$ cat config.mk
export PLATFORM = sky130hd
export DESIGN_NAME = auto_player
export DESIGN_NICKNAME = d
export VERILOG_FILES = /design/src/rtl/auto_player.sv
export SDC_FILE = /design/constraint.sdc
export NUM_CORES = 1
export LEC_CHECK = 0
export BUFFER_PORTS_ARGS = -buffer_cell sky130_fd_sc_hd__clkbuf_2
export CAP_MARGIN = 20
export CORE_ASPECT_RATIO = 1.4
export CORE_MARGIN = 5
export CORE_UTILIZATION = 27
export DETAILED_ROUTE_END_ITERATION = 8
export HOLD_SLACK_MARGIN = 0.06
export PLACE_DENSITY = 0.5
export SYNTH_ARGS = -nofsm -noshare
export SYNTH_HDL_FRONTEND = slang
export SYNTH_SLANG_ARGS = --single-unit
$ cat constraint.sdc
create_clock -name clk -period 6.3 [get_ports clk]
set_clock_uncertainty 0.1 [all_clocks]
set_input_delay 1.26 -clock clk [delete_from_list [all_inputs] [get_ports clk]]
set_output_delay 1.26 -clock clk [all_outputs]
set_load 0.02 [all_outputs]
$ cat src/rtl/auto_player.sv
// Auto-play stage: walks a song in the internal note ROM and produces the
// tone square wave, the note LEDs and the playing/done status.
// Handshake: start is a one-cycle request taken whenever en is high (no ready);
// done is a one-cycle pulse with no back-pressure; en low aborts at once.
module auto_player #(
  parameter int unsigned CLK_FREQ    = 100_000_000,
  parameter int unsigned UNIT_CYCLES = 12_500_000,
  parameter int unsigned GAP_CYCLES  = 1_000_000,
  parameter int unsigned SONG_LEN    = 64
) (
  input  logic       clk,
  input  logic       rst_n,
  input  logic       en,
  input  logic       start,
  input  logic       pause,
  input  logic [1:0] song_num,
  output logic       speaker,
  output logic [7:0] led,
  output logic       playing,
  output logic       done
);

  localparam int AW     = $clog2(SONG_LEN);
  localparam int ADDR_W = AW + 1;

  // Mid-octave half-periods in clock cycles (truncated).
  localparam int unsigned HP_1 = CLK_FREQ / (2 * 262);
  localparam int unsigned HP_2 = CLK_FREQ / (2 * 294);
  localparam int unsigned HP_3 = CLK_FREQ / (2 * 330);
  localparam int unsigned HP_4 = CLK_FREQ / (2 * 349);
  localparam int unsigned HP_5 = CLK_FREQ / (2 * 392);
  localparam int unsigned HP_6 = CLK_FREQ / (2 * 440);
  localparam int unsigned HP_7 = CLK_FREQ / (2 * 494);

  typedef enum logic [2:0] {S_IDLE, S_LOAD, S_PLAY, S_GAP, S_DONE} state_t;

  state_t              state_q, state_d;
  logic [1:0]          song_q, song_d;
  logic [ADDR_W-1:0]   addr_q, addr_d;
  logic [31:0]         dur_cnt_q, dur_cnt_d;
  logic [31:0]         gap_cnt_q, gap_cnt_d;
  logic [19:0]         tone_cnt_q, tone_cnt_d;
  logic [19:0]         half_q, half_d;
  logic                rest_q, rest_d;
  logic                tone_q, tone_d;
  logic                speaker_q, speaker_d;
  logic [7:0]          led_q, led_d;
  logic                playing_q, playing_d;
  logic                done_q, done_d;

  // Word layout: {octave[1:0], note[3:0], duration[2:0]}; duration 0 ends the song.
  function automatic logic [8:0] rom_lookup(input logic [1:0] song, input logic [AW-1:0] idx);
    logic [8:0] w;
    w = 9'd0;
    case (song)
      2'd0: case (int'(idx))
        0: w = 9'b10_0001_001;
        1: w = 9'b01_0011_001;
        2: w = 9'b01_0000_001;
        3: w = 9'b00_0101_001;
        4: w = 9'b11_0010_001;
        5: w = 9'b01_1001_001;
        default: w = 9'd0;
      endcase
      2'd1: case (int'(idx))
        0: w = 9'b01_0101_010;
        1: w = 9'b01_0011_001;
        2: w = 9'b01_0001_100;
        default: w = 9'd0;
      endcase
      2'd2: case (int'(idx))
        0: w = 9'b00_0001_010;
        1: w = 9'b10_0111_001;
        2: w = 9'b01_0000_001;
        3: w = 9'b01_0100_011;
        default: w = 9'd0;
      endcase
      default: case (int'(idx))
        0: w = 9'b01_0001_010;
        1: w = 9'b01_0010_010;
        2: w = 9'b01_0011_010;
        3: w = 9'b01_0100_010;
        4: w = 9'b01_0101_010;
        5: w = 9'b01_0110_010;
        6: w = 9'b01_0111_010;
        default: w = 9'd0;
      endcase
    endcase
    return w;
  endfunction

  logic [8:0]  rom_word;
  logic [1:0]  rom_oct;
  logic [3:0]  rom_note;
  logic [2:0]  rom_dur;
  logic        rom_is_rest;
  logic [19:0] base_hp;
  logic [19:0] rom_half;
  logic [7:0]  rom_led;
  logic [31:0] dur_load;

  // Decode the ROM entry at the current address into tone, LED and duration.
  always_comb begin
    rom_word    = rom_lookup(song_q, addr_q[AW-1:0]);
    rom_oct     = rom_word[8:7];
    rom_note    = rom_word[6:3];
    rom_dur     = rom_word[2:0];
    rom_is_rest = (rom_note == 4'd0) || rom_note[3];
    case (rom_note[2:0])
      3'd1:    base_hp = 20'(HP_1);
      3'd2:    base_hp = 20'(HP_2);
      3'd3:    base_hp = 20'(HP_3);
      3'd4:    base_hp = 20'(HP_4);
      3'd5:    base_hp = 20'(HP_5);
      3'd6:    base_hp = 20'(HP_6);
      3'd7:    base_hp = 20'(HP_7);
      default: base_hp = 20'd0;
    endcase
    case (rom_oct)
      2'b00:   rom_half = {base_hp[18:0], 1'b0};
      2'b10:   rom_half = {1'b0, base_hp[19:1]};
      default: rom_half = base_hp;
    endcase
    rom_led  = rom_is_rest ? 8'd0
             : ((8'd1 << (rom_note[2:0] - 3'd1)) | {rom_oct == 2'b10, 7'd0});
    dur_load = 32'(rom_dur) * UNIT_CYCLES - GAP_CYCLES;
  end

  // Next-state and next-output logic for the player FSM.
  always_comb begin
    state_d    = state_q;
    song_d     = song_q;
    addr_d     = addr_q;
    dur_cnt_d  = dur_cnt_q;
    gap_cnt_d  = gap_cnt_q;
    tone_cnt_d = tone_cnt_q;
    half_d     = half_q;
    rest_d     = rest_q;
    tone_d     = tone_q;
    speaker_d  = speaker_q;
    led_d      = led_q;
    case (state_q)
      S_IDLE: begin
        speaker_d = 1'b0;
        led_d     = 8'd0;
        if (en && start) begin
          song_d  = song_num;
          addr_d  = '0;
          state_d = S_LOAD;
        end
      end
      S_LOAD: begin
        if (rom_dur == 3'd0 || addr_q == ADDR_W'(SONG_LEN)) begin
          state_d = S_DONE;
        end else begin
          dur_cnt_d  = dur_load;
          half_d     = rom_half;
          rest_d     = rom_is_rest;
          tone_cnt_d = 20'd0;
          tone_d     = 1'b0;
          speaker_d  = 1'b0;
          led_d      = rom_led;
          state_d    = S_PLAY;
        end
      end
      S_PLAY: begin
        if (pause) begin
          speaker_d = 1'b0;
        end else begin
          if (!rest_q && tone_cnt_q == half_q - 20'd1) begin
            tone_cnt_d = 20'd0;
            tone_d     = ~tone_q;
          end else begin
            tone_cnt_d = tone_cnt_q + 20'd1;
          end
          speaker_d = tone_d;
          if (dur_cnt_q == 32'd1) begin
            gap_cnt_d = 32'(GAP_CYCLES - 1);
            speaker_d = 1'b0;
            led_d     = 8'd0;
            state_d   = S_GAP;
          end else begin
            dur_cnt_d = dur_cnt_q - 32'd1;
          end
        end
      end
      S_GAP: begin
        speaker_d = 1'b0;
        led_d     = 8'd0;
        if (!pause) begin
          if (gap_cnt_q == 32'd0) begin
            addr_d  = addr_q + ADDR_W'(1);
            state_d = S_LOAD;
          end else begin
            gap_cnt_d = gap_cnt_q - 32'd1;
          end
        end
      end
      S_DONE: begin
        speaker_d = 1'b0;
        led_d     = 8'd0;
        state_d   = S_IDLE;
      end
      default: state_d = S_IDLE;
    endcase
    // A new start while a song is in progress restarts from the top.
    if (en && start && (state_q == S_LOAD || state_q == S_PLAY || state_q == S_GAP)) begin
      song_d     = song_num;
      addr_d     = '0;
      tone_cnt_d = 20'd0;
      tone_d     = 1'b0;
      speaker_d  = 1'b0;
      led_d      = 8'd0;
      state_d    = S_LOAD;
    end
    // Leaving auto mode wins over everything, and never pulses done.
    if (!en) begin
      addr_d     = '0;
      dur_cnt_d  = 32'd0;
      gap_cnt_d  = 32'd0;
      tone_cnt_d = 20'd0;
      tone_d     = 1'b0;
      speaker_d  = 1'b0;
      led_d      = 8'd0;
      state_d    = S_IDLE;
    end
    playing_d = (state_d == S_LOAD) || (state_d == S_PLAY) || (state_d == S_GAP);
    done_d    = (state_d == S_DONE);
  end

  // State and output registers with asynchronous reset.
  always_ff @(posedge clk or negedge rst_n) begin
    if (!rst_n) begin
      state_q    <= S_IDLE;
      song_q     <= 2'd0;
      addr_q     <= '0;
      dur_cnt_q  <= 32'd0;
      gap_cnt_q  <= 32'd0;
      tone_cnt_q <= 20'd0;
      half_q     <= 20'd0;
      rest_q     <= 1'b0;
      tone_q     <= 1'b0;
      speaker_q  <= 1'b0;
      led_q      <= 8'd0;
      playing_q  <= 1'b0;
      done_q     <= 1'b0;
    end else begin
      state_q    <= state_d;
      song_q     <= song_d;
      addr_q     <= addr_d;
      dur_cnt_q  <= dur_cnt_d;
      gap_cnt_q  <= gap_cnt_d;
      tone_cnt_q <= tone_cnt_d;
      half_q     <= half_d;
      rest_q     <= rest_d;
      tone_q     <= tone_d;
      speaker_q  <= speaker_d;
      led_q      <= led_d;
      playing_q  <= playing_d;
      done_q     <= done_d;
    end
  end

  assign speaker = speaker_q;
  assign led     = led_q;
  assign playing = playing_q;
  assign done    = done_q;

endmodule

# Word level (Yosys, flattened, before mapping)
# Cells that the tools add are included.
[totals]
reg_bits = 129
input_bits = 7
output_inout_bits = 11
wordCells = 157
[classes]
n_addsub = 7
multipliers = 1
n_eq_ne = 44
n_shift = 1
n_mux = 60
bitwise_logic = 3
n_reduce_logical = 28
[ops]
columns = ["cell", "count"]
rows = [
  ["32-bit 2-to-1 mux", 9],
  ["32-bit one-hot mux with 2 select lines", 2],
  ["18-bit one-hot mux with 7 select lines", 1],
  ["20-bit 2-to-1 mux", 5],
  ["20-bit one-hot mux with 2 select lines", 2],
  ["32-bit by 1-bit subtractor with 32-bit output, second input constant", 2],
  ["8-bit one-hot mux with 7 select lines", 1],
  ["9-bit one-hot mux with 6 select lines", 1],
  ["8-bit 2-to-1 mux", 6],
  ["8-bit one-hot mux with 3 select lines", 2],
  ["9-bit one-hot mux with 4 select lines", 1],
  ["7-bit 2-to-1 mux", 5],
  ["32-bit by 1-bit == test with 1-bit output, second input constant", 1],
  ["32-bit logical NOT", 1],
  ["27-bit by 20-bit subtractor with 28-bit output, second input constant", 1],
  ["9-bit one-hot mux with 3 select lines", 1],
  ["3-bit 2-to-1 mux", 8],
  ["3-bit by 19-bit multiplier with 22-bit output, second input constant", 1],
  ["20-bit by 1-bit adder with 20-bit output, second input constant", 1],
  ["20-bit == test", 1],
  ["4-bit by 3-bit inequality test with 1-bit output, second input constant", 5],
  ["20-bit by 1-bit subtractor with 20-bit output, second input constant", 1],
  ["3-bit by 2-bit == test with 1-bit output, second input constant", 6],
  ["3-bit == test, second input constant", 6],
  ["other kinds (36)", 74],
]

# Logic depth before layout (Yosys ltp)
# Gate-level depths: netlist of the first run.
[depth]
ltp_word = 12
mapped_depth = 20
ltp_nobuf = 20

# Least setup slack after synthesis of the first run
# Ideal clock, no wire load.
[synth_timing]
path_type = "reg2reg"
from = "reg addr_q[0]"
to = "reg dur_cnt_q[28]"
setup_time_ps = 87
arrival_ps = 5137
required_time_ps = 6113
setup_slack_ps = 976
stages_incl_launch_ff = 21
path_buffers = 0
synth_period_minus_slack_ps = 5324
cell_sequence = "dfrtp_1 > inv_1 > ha_1 > or3_1 > nand2_1 > o21ai_0 > a31oi_1 > fa_1 > inv_1 > ha_1 > inv_1 > fa_1 > or2_2 > a21oi_1 > nor4_1 > o21ai_0 > xor2_1 > nor4_1 > a31o_2 > nand2b_1 > o211ai_1"
[synth_via]
elab_chain_cells = 8
elab_cells_between_ends = 22
classes_between = "add/sub: 1; mul: 1; eq/ne: 8; mux: 8; reduce/logical: 4"
[synth_rtl]
columns = ["item", "line", "rtl"]
rows = [
  ["from (decl)", "39", "logic [ADDR_W-1:0] addr_q, addr_d;"],
  ["from (signal assigned)", "250", "addr_q <= addr_d;"],
  ["6-bit by 3-bit == test with 1-bit output, or another cell as far along", "78", "default: case (int'(idx))"],
  ["8-bit one-hot mux with 7 select lines, or another cell as far along", "78", ""],
  ["9-bit one-hot mux with 3 select lines", "55", "case (song)"],
  ["3-bit by 19-bit multiplier with 22-bit output", "126", "dur_load = 32'(rom_dur) * UNIT_CYCLES - GAP_CYCLES;"],
  ["27-bit by 20-bit subtractor with 28-bit output", "126", ""],
  ["32-bit 2-to-1 mux", "153", "if (rom_dur == 3'd0 || addr_q == ADDR_W'(SONG_LEN)) begin"],
  ["32-bit one-hot mux with 2 select lines", "142", "case (state_q)"],
  ["32-bit 2-to-1 mux", "217", "if (!en) begin"],
  ["to (signal assigned)", "251", "dur_cnt_q <= dur_cnt_d;"],
  ["to (decl)", "40", "logic [31:0] dur_cnt_q, dur_cnt_d;"],
]
# Several ways; a longest one is shown, not always the timed one. The select of a mux whose other input is x is not followed.
# A chain may end at the register's enable or synchronous reset.

# Final worst setup path of the first run
[layout_timing]
from = "reg addr_q[0]"
to = "reg dur_cnt_q[31]"
# The elaborated chain is that of the path after synthesis.

==> results of run 1 <==
-- routing by layer --
layer / part of all wire (%) / global-route usage (%)
met1: 42 / 16.4
met2: 53 / 25.6
met3: 2.7 / 2.18
met4: 2.1 / 5.29
met5: 0 / 0
-- power breakdown --
group	switching (W)	internal [W]	leakage, nW
Sequential	0.000162	0.000940	1.73
Clock	0.000412	0.000517	0.258
Combinational	0.000762	0.000484	2.25
-- sequential cells by signal, summed over array words and instances (netlist names) --
name        flops
led             8
dur_cnt_q      32
rest_q          1
state_q         3
tone_cnt_q     20
song_q          2
half_q         19
tone_q          1
gap_cnt_q      32
done            1
playing         1
addr_q          7
speaker         1
-- synthesized netlist by cell type, types with 20 or more instances --
| cell type | instances | area [µm²] |
|---|---|---|
| clkbuf_1 | 46 | 173 |
| nor3_1 | 35 | 175 |
| nor2_1 | 121 | 454 |
| nand2_1 | 124 | 465 |
| a21oi_1 | 79 | 395 |
| nand3_1 | 53 | 265 |
| xor2_1 | 20 | 175 |
| dfrtp_1 | 128 | 3200 |
| o21ai_0 | 115 | 576 |
| nor4_1 | 23 | 144 |
| ha_1 | 24 | 300 |
| xnor2_1 | 37 | 324 |
| inv_1 | 39 | 146 |
-- critical path, cell delays in order (launching register included) --
cell      delay [ns]
dfrtp_1         0.45
inv_1           0.09
ha_1            0.33
or3_1           0.40
nand2_1         0.10
o21ai_0         0.10
a31oi_1         0.32
fa_1            0.50
inv_1           0.10
ha_1            0.21
inv_1           0.07
fa_1            0.49
or2_2           0.33
a21oi_1         0.33
nor4_1          0.10
o21ai_0         0.23
xor2_1          0.13
nor4_1          0.59
a31o_2          0.33
nand2b_1        0.16
o22ai_1         0.21
-- stage by stage --
step	utilization, %	total power, W	instance area (µm²)
floorplan	-	0.00204	9050
global placement	28.8	0.00235	9550
detailed placement	28.8	0.00236	9550
CTS	30.4	0.00331	10100
global route	30.4	0.00352	10100
finish	30.4	0.00328	10100
-- layout make-up --
cell class                 count  area (µm²)  area share, %
tap                          445         557           5.52
clock buffer                  18         439           4.35
inverter                      39         146           1.45
multi-input combinational    909        5450           54.0
clock inverter                13         104           1.03
timing repair buffer          31         196           1.95
sequential                   128        3200           31.7
-- worst max path at each step --
| stage | startpoint | endpoint | slack [ns] | cells past startpoint |
|---|---|---|---|---|
| finish | addr_q[0]$_DFFE_PN0P_ | dur_cnt_q[31]$_DFFE_PN0P_ | 0.53 | 20 |
| CTS | addr_q[0]$_DFFE_PN0P_ | dur_cnt_q[28]$_DFFE_PN0P_ | 0.56 | 20 |
| detailed placement | addr_q[0]$_DFFE_PN0P_ | dur_cnt_q[28]$_DFFE_PN0P_ | 0.61 | 20 |
| floorplan | addr_q[0]$_DFFE_PN0P_ | dur_cnt_q[28]$_DFFE_PN0P_ | 0.98 | 20 |
| global placement | addr_q[0]$_DFFE_PN0P_ | dur_cnt_q[28]$_DFFE_PN0P_ | 0.70 | 20 |
| global route | addr_q[1]$_DFFE_PN0P_ | dur_cnt_q[29]$_DFFE_PN0P_ | 0.02 | 20 |
-- cell families after synthesis --
| logic type | Yosys count | synth area share, % |
|---|---|---|
| DFF | 128 | 35.4 |
| muxes | 15 | 1.74 |
| AOI/OAI and AO/OA | 329 | 22.5 |
| buffers and inverters | 99 | 4.42 |
| and+or+nand+nor | 481 | 26.5 |
| xor gates and xnor gates | 57 | 5.52 |
| adders and majority gates | 27 | 3.98 |
==> results.yml, run 1 <==
outcome:
  status: "completed"
final_layout:
  drive_gt1_share_pct: 8.17
  final_cell_mix: "128 x dfrtp_1, 124 x nand2_1, 121 x nor2_1, 115 x o21ai_0, 79 x a21oi_1"
  insertedDiodeCount: 0
  area_growth_pct: 11.5
  fin_nets: 1160
  fill_cells: 3605
  finalNonFillerCells: 1583
  final_common_cell: "dfrtp_1"
floorplan:
  die_area_um2: 37300
  die_x_um: 165
  num_rows: 79
  core_um2: 33200
  die_y_um: 227
  ios: 18
  initial_core_util_pct: 27.2
clock_network:
  clockBufferDepth: 2
  cts_tree: "done"
  cts_setup_buffers: 0
  cts_root_buf: "clkbuf_16"
  post_cts_resized: 0
  hold_buffers: 0
  clock_latency_ns: 0.44
  htreeDepth: 4
  path_clk_slew_ns: 0.06
  cts_sinks: 128
  cts_buffers: 17
synth:
  synth.cell_area_um2: 9050
  ys_ff_latch: 128
  async_reset_ff_share_pct: 100
  synth_ff_type: "dfrtp_1"
  synth-seq-area-share_pct: 35.4
  synth_fp_nets: 1170
  synth_cells: 1136
  ys_types: 81
  avgSynthCellArea_um2: 7.97
  synth-edff-count: 0
  yosysWarnings: 0
power_and_ir_drop:
  pwr_density_cell_nw_per_um2: 325
  peakVddDrop_mv: 0.167
  p_leak_nw: 4.23
global_route:
  grt_max_degree: 73
  grt_pass1_vias: 8136
  grt_pass1_wl_um: 42400
  track_usage_pct: 14.0
  grt_overflow: 0
  antenna_found_initial: 0
critical_path:
  worstSetupEndpointType: "flip-flop"
  reg2reg_slack_ns: 0.53
  worst-setup-path-type: "flip-flop to flip-flop"
  start_kind: "flip-flop"
  rr_endpoint: "dur_cnt_q[31]$_DFFE_PN0P_"
  reg2reg_depth: 20
  required_ns: 6.54
  cp.arrival_ns: 6.01
  path_max_fanout: 12
  reg2reg_from: "addr_q[0]$_DFFE_PN0P_"
routing:
  wl_per_cell_um: 16.0
  drtIter0Drc: 538
  via_count: 8255
  remaining_drc_errors: 0
  ant_nets: 0
  first_pass_iters: 5
  via_per_inst: 5.21
  wirelength_um: 25400
job:
  cap_violations: 0
placement:
  port-buffer-count: 17
  dpl.cell_count: 1552
  dp_slack_ns: 0.607
  place.gp.congestion: 0.865
  dp_hpwl_um: 18600
sta:
  setup_slack_ns: 0.529
  worst_hold_slack_ns: 0.377
  max_freq_mhz: 173
  rsz0062_at_grt: "no"
  maxSlewViolCount: 0
  fin_tns_setup_ns: 0
  min_period_over_period_pct: 91.6
  hold_viol: 0
  relSlewSlack_pct: 36.6
  setup_violations: 0
  period_minus_slack_ns: 5.77
  tightest_slew_ns: 0.951
min_path:
  min_path_cells: 2
  min_path_type: "flip-flop to flip-flop"
  hp-start: "gap_cnt_q[11]$_DFFE_PN0P_"
  hold_end: "gap_cnt_q[11]$_DFFE_PN0P_"
Note: power is estimated with default switching activity, not from simulation.
==> run 2: changes to the inputs <==
- PLACE_DENSITY: 0.5 -> 0.51
- clock period: 6.3 -> 4.7 ns (I/O delays scaled with it)
==> run 2 against run 1 <==
Against the previous run:
- non-clock buffer count increased by 42
- cell area increased by 5.0%
- clock-buffer cell count increased by 1
- sequential share of layout area decreased by 1.5 points
- hold slack about the same
- utilization increased by 1.5 points
- largest cell class unchanged
- critical path type unchanged
- critical path depth decreased by 1
==> results.yml, run 2 (same netlist as run 1, synthesis figures left out) <==
global_route:
  grt_max_degree: 89
  track_usage_pct: 14.2
  grt_pass1_vias: 8530
  antenna_found_initial: 0
  grt_overflow: 0
  grt_pass1_wl_um: 43000
job:
  cap_violations: 0
clock_network:
  clockBufferDepth: 2
  path_clk_slew_ns: 0.07
  htreeDepth: 4
  clock_latency_ns: 0.43
  hold_buffers: 0
  cts_sinks: 128
  cts_tree: "done"
  cts_root_buf: "clkbuf_16"
  cts_buffers: 17
power_and_ir_drop:
  p_sw_share_pct: 40.1
  pwr_density_cell_nw_per_um2: 440
  p_leak_nw: 4.50
  clockPowerShare_pct: 28.7
  peakVddDrop_mv: 0.212
  p_sw_w: 0.00187
  seqPwrFrac_pct: 31.6
  p_comb_share_pct: 39.7
  intPower_w: 0.00280
floorplan:
  ios: 18
  die_y_um: 227
  die_x_um: 165
  num_rows: 79
  core_um2: 33200
  initial_core_util_pct: 27.2
  die_area_um2: 37300
critical_path:
  reg2reg_slack_ns: 0.08
  required_ns: 4.94
  rr_endpoint: "dur_cnt_q[28]$_DFFE_PN0P_"
  path_max_fanout: 6
  cp.arrival_ns: 4.86
  worstSetupEndpointType: "flip-flop"
  reg2reg_from: "addr_q[0]$_DFFE_PN0P_"
  worst-setup-path-type: "flip-flop to flip-flop"
  setup.worst_path.end: "dur_cnt_q[28]$_DFFE_PN0P_"
  start_kind: "flip-flop"
  startpoint: "addr_q[0]$_DFFE_PN0P_"
  reg2reg_depth: 19
final_layout:
  final_util_pct: 31.9
  final_common_cell: "dfrtp_1"
  top_regs: "dur_cnt_q: 32 flops, gap_cnt_q: 32 flops, tone_cnt_q: 20 flops"
  drive_gt1_share_pct: 13.4
  fin_nets: 1202
  area_growth_pct: 17.1
  final_cell_mix: "128 x dfrtp_1, 122 x nand2_1, 120 x nor2_1, 113 x o21ai_0, 77 x a21oi_1"
  insertedDiodeCount: 0
outcome:
  status: "completed"
sta:
  max_freq_mhz: 216
  period_minus_slack_ns: 4.62
  tightest_slew_ns: 0.903
  min_period_over_period_pct: 98.4
  relSlewSlack_pct: 39.8
  hold_viol: 0
  maxSlewViolCount: 0
  setup_violations: 0
  rsz0062_at_grt: "yes"
  setup_slack_ns: 0.0764
routing:
  via_count: 8418
  drtIter0Drc: 463
  wirelength_um: 25600
  wl_per_cell_um: 15.8
  ant_nets: 0
  first_pass_iters: 5
  via_per_inst: 5.18
  remaining_drc_errors: 0
min_path:
  min_path_type: "flip-flop to flip-flop"
  hp-start: "gap_cnt_q[22]$_DFFE_PN0P_"
placement:
  dp_slack_ns: -0.0482
  place.gp.congestion: 0.869
  dp_hpwl_um: 19000
  port-buffer-count: 17
## run 2: changes by cell type in the layout (fill, tap and decap cells not counted), sizes merged
cell      delta
buf         +42
clkbuf       +1
clkinvlp     -4
bufinv       +1
clkinv       -1
inv          +4
## run 2: critical path: stages (launching register included)
cell and delay (ns):
dfrtp_1 0.41, ha_2 0.21, or3_4 0.40, nand2_4 0.08
o21ai_2 0.07, a31oi_4 0.21, fa_2 0.51, inv_2 0.10
ha_4 0.13, inv_1 0.05, fa_2 0.41, or2_4 0.28
a21oi_4 0.19, o41ai_2 0.12, xnor2_1 0.24, nand2_2 0.11
nor4_4 0.37, a31o_4 0.26, nand2b_4 0.08, o211ai_1 0.17
## run 2: through the flow
stage | hold slack [ns] | TNS, ns | cells | instance area [µm²] | total power (W)
floorplan | 0.340 | 0 | 1136 | 9100 | 0.00276
global placement | 0.354 | 0 | 1590 | 9880 | 0.00329
detailed placement | 0.359 | -0.0834 | 1590 | 9880 | 0.00329
CTS | 0.374 | 0 | 1622 | 10500 | 0.00467
global route | 0.409 | -0.809 | 1626 | 10600 | 0.00501
finish | 0.377 | 0 | 1626 | 10600 | 0.00467
## run 2: repair_timing
item                                    CTS  global route
endpoints found under the setup margin    5            12
setup buffers                             0             4
gates resized for setup                   1            22
pin swaps                                 1            16
## run 2: cell type report
class,instances,area [µm²]
Clock buffer,19,453
Clock inverter,13,136
Fill cell,3567,22600
Inverter,39,146
Multi-Input combinational cell,909,5590
Sequential cell,128,3200
Tap cell,445,557
Timing Repair Buffer,73,515
## run 2: power by group through the flow
stage	Sequential, W	Combinational, W	Clock [W]
floorplan	0.00141	0.00135	0
global placement	0.00149	0.00180	0
detailed placement	0.00149	0.00180	0
CTS	0.00147	0.00181	0.00138
global route	0.00150	0.00208	0.00143
finish	0.00147	0.00185	0.00134
## run 2: routing by layer
layer / part of all wire [%] / wire [µm] / global-route usage [%] / up-vias
li1: - / - / - / 4174
met1: 43 / 10900 / 16.1 / 4055
met2: 52 / 13300 / 25.6 / 129
met3: 2.1 / 536 / 2.45 / 60
met4: 3.5 / 901 / 6.87 / 0
met5: 0 / 0 / 0 / -
## run 2: how the worst min path moves through the flow
stage                                     end  slack, ns  cells past startpoint
floorplan           gap_cnt_q[22]$_DFFE_PN0P_       0.34                      2
detailed placement  gap_cnt_q[22]$_DFFE_PN0P_       0.36                      2
global route        gap_cnt_q[11]$_DFFE_PN0P_       0.41                      2
CTS                 gap_cnt_q[22]$_DFFE_PN0P_       0.37                      2
global placement     gap_cnt_q[8]$_DFFE_PN0P_       0.35                      2
finish              gap_cnt_q[22]$_DFFE_PN0P_       0.38                      2
==> run 3: changes to the inputs <==
- CORE_ASPECT_RATIO: 1.4 -> 0.7
==> run 3 against run 2 <==
Against the previous run:
- critical path depth rose by 1
- hold slack better by 0.0099 ns
- utilization hardly changed
- setup slack better by 0.051 ns
- critical path type unchanged
- critical endpoint is now dur_cnt_q[30]$_DFFE_PN0P_
==> results.yml, run 3 (same netlist as run 1, synthesis figures left out) <==
outcome:
  status: "completed"
critical_path:
  worst-setup-path-type: "flip-flop to flip-flop"
  worstSetupEndpointType: "flip-flop"
  cp.arrival_ns: 4.81
  path_max_fanout: 6
  start_kind: "flip-flop"
  required_ns: 4.94
floorplan:
  core_um2: 33300
  ios: 18
  initial_core_util_pct: 27.2
  die_x_um: 229
  die_y_um: 163
  die_area_um2: 37300
  num_rows: 56
placement:
  dp_slack_ns: -0.0277
  place.gp.congestion: 0.867
  dp_hpwl_um: 19000
  port-buffer-count: 17
final_layout:
  final_common_cell: "dfrtp_1"
  final_util_pct: 32.0
  fin_nets: 1203
  area_growth_pct: 17.6
  final_cell_mix: "128 x dfrtp_1, 122 x nand2_1, 121 x nor2_1, 113 x o21ai_0, 77 x a21oi_1"
  insertedDiodeCount: 0
  drive_gt1_share_pct: 13.7
  top_regs: "dur_cnt_q: 32 flops, gap_cnt_q: 32 flops, tone_cnt_q: 20 flops"
  fill_cells: 3479
sta:
  hold_viol: 0
  min_period_over_period_pct: 97.3
  setup_slack_ns: 0.128
  max_freq_mhz: 219
  setup_violations: 0
  rsz0062_at_grt: "yes"
  period_minus_slack_ns: 4.57
  maxSlewViolCount: 0
  relSlewSlack_pct: 26.2
  tightest_slew_ns: 1.09
global_route:
  antenna_found_initial: 0
  track_usage_pct: 14.3
  grt_overflow: 0
  grt_pass1_wl_um: 43400
  grt_max_degree: 79
  grt_pass1_vias: 7917
min_path:
  min_path_type: "flip-flop to flip-flop"
routing:
  via_per_inst: 5.22
  first_pass_iters: 5
  wirelength_um: 26400
  drtIter0Drc: 726
  wl_per_cell_um: 16.3
  remaining_drc_errors: 0
  via_count: 8439
  ant_nets: 0
power_and_ir_drop:
  peakVddDrop_mv: 0.250
  seqPwrFrac_pct: 31.1
  pwr_density_cell_nw_per_um2: 445
  intPower_w: 0.00287
  p_comb_share_pct: 39.5
  total_power_w: 0.00474
  p_sw_share_pct: 39.5
  p_sw_w: 0.00187
  clockPowerShare_pct: 29.4
  p_leak_nw: 4.50
clock_network:
  htreeDepth: 4
  cts_root_buf: "clkbuf_16"
  path_clk_slew_ns: 0.06
  clockBufferDepth: 2
  cts_tree: "done"
  clock_latency_ns: 0.43
  cts_buffers: 17
  cts_sinks: 128
  hold_buffers: 0
job:
  cap_violations: 0
## run 3: changes by cell type in the layout (fill, tap and decap cells not counted), moves of 2 or more
cell        delta
inv_6          -3
buf_4          +2
inv_1          -2
bufinv_16      +2
clkbuf_8       -2
clkinv_2       +2
clkinvlp_4     +4
## run 3: what timing repair did
action	4_1_cts	5_1_grt
pin swaps	3	26
endpoints found under the hold margin	0	0
endpoints found under the setup margin	5	12
gates resized for setup	1	25
setup buffers	0	10
## run 3: final cells by class
class                      instances  area [µm²]  share of cell area (%)
timing repair buffer              74         519                    4.88
sequential                       128        3200                    30.1
clock inverter                    15         183                    1.72
multi-input combinational        909        5610                    52.8
tap                              435         544                    5.12
clock buffer                      17         425                    4.00
inverter                          39         150                    1.41
## run 3: stage by stage
stage,cell area (µm²),instances,setup TNS [ns],hold slack (ns)
2_1_floorplan,9100,1136,0,0.340
3_3_place_gp,9840,1575,0,0.361
3_5_place_dp,9840,1575,-0.0548,0.371
4_1_cts,10500,1607,0,0.395
5_1_grt,10600,1617,-0.846,0.416
6_report,10600,1617,0,0.387
## run 3: worst paths after layout
kind | depth (start not counted) | end | slack [ns] | start
max in group asynchronous | 2 | gap_cnt_q[19]$_DFFE_PN0P_ | 3.17 | rst_n
min reg2reg | 2 | led[6]$_DFFE_PN0P_ | 0.39 | led[6]$_DFFE_PN0P_
max reg2reg | 20 | dur_cnt_q[30]$_DFFE_PN0P_ | 0.13 | addr_q[0]$_DFFE_PN0P_
min in group asynchronous | 1 | dur_cnt_q[21]$_DFFE_PN0P_ | 0.41 | rst_n
min | 2 | led[6]$_DFFE_PN0P_ | 0.39 | led[6]$_DFFE_PN0P_
max | 20 | dur_cnt_q[30]$_DFFE_PN0P_ | 0.13 | addr_q[0]$_DFFE_PN0P_
## run 3: power groups by stage
stage / registers, W / logic [W] / clock network (W)
floorplan: 0.00141 / 0.00135 / 0
global placement: 0.00149 / 0.00180 / 0
detailed placement: 0.00149 / 0.00180 / 0
CTS: 0.00147 / 0.00182 / 0.00143
global route: 0.00151 / 0.00210 / 0.00149
finish: 0.00147 / 0.00187 / 0.00139
## run 3: critical path: stages, from the launching register on
cell      delay (ns)
dfrtp_1         0.43
buf_4           0.16
buf_4           0.14
ha_1            0.24
a21oi_2         0.17
o21ai_4         0.08
a31oi_4         0.20
fa_1            0.46
inv_2           0.10
ha_4            0.13
inv_2           0.04
fa_2            0.37
or2_4           0.28
a21oi_4         0.17
o41ai_2         0.11
xnor2_1         0.23
nand2_1         0.14
nor4_4          0.39
a31o_4          0.27
nand2b_4        0.08
o22ai_1         0.18
## run 3: layer usage
metal,GRT usage (%),wire [µm]
met1,22.8,14400
met2,19.3,10600
met3,2.57,1010
met4,4.04,421
met5,0,0
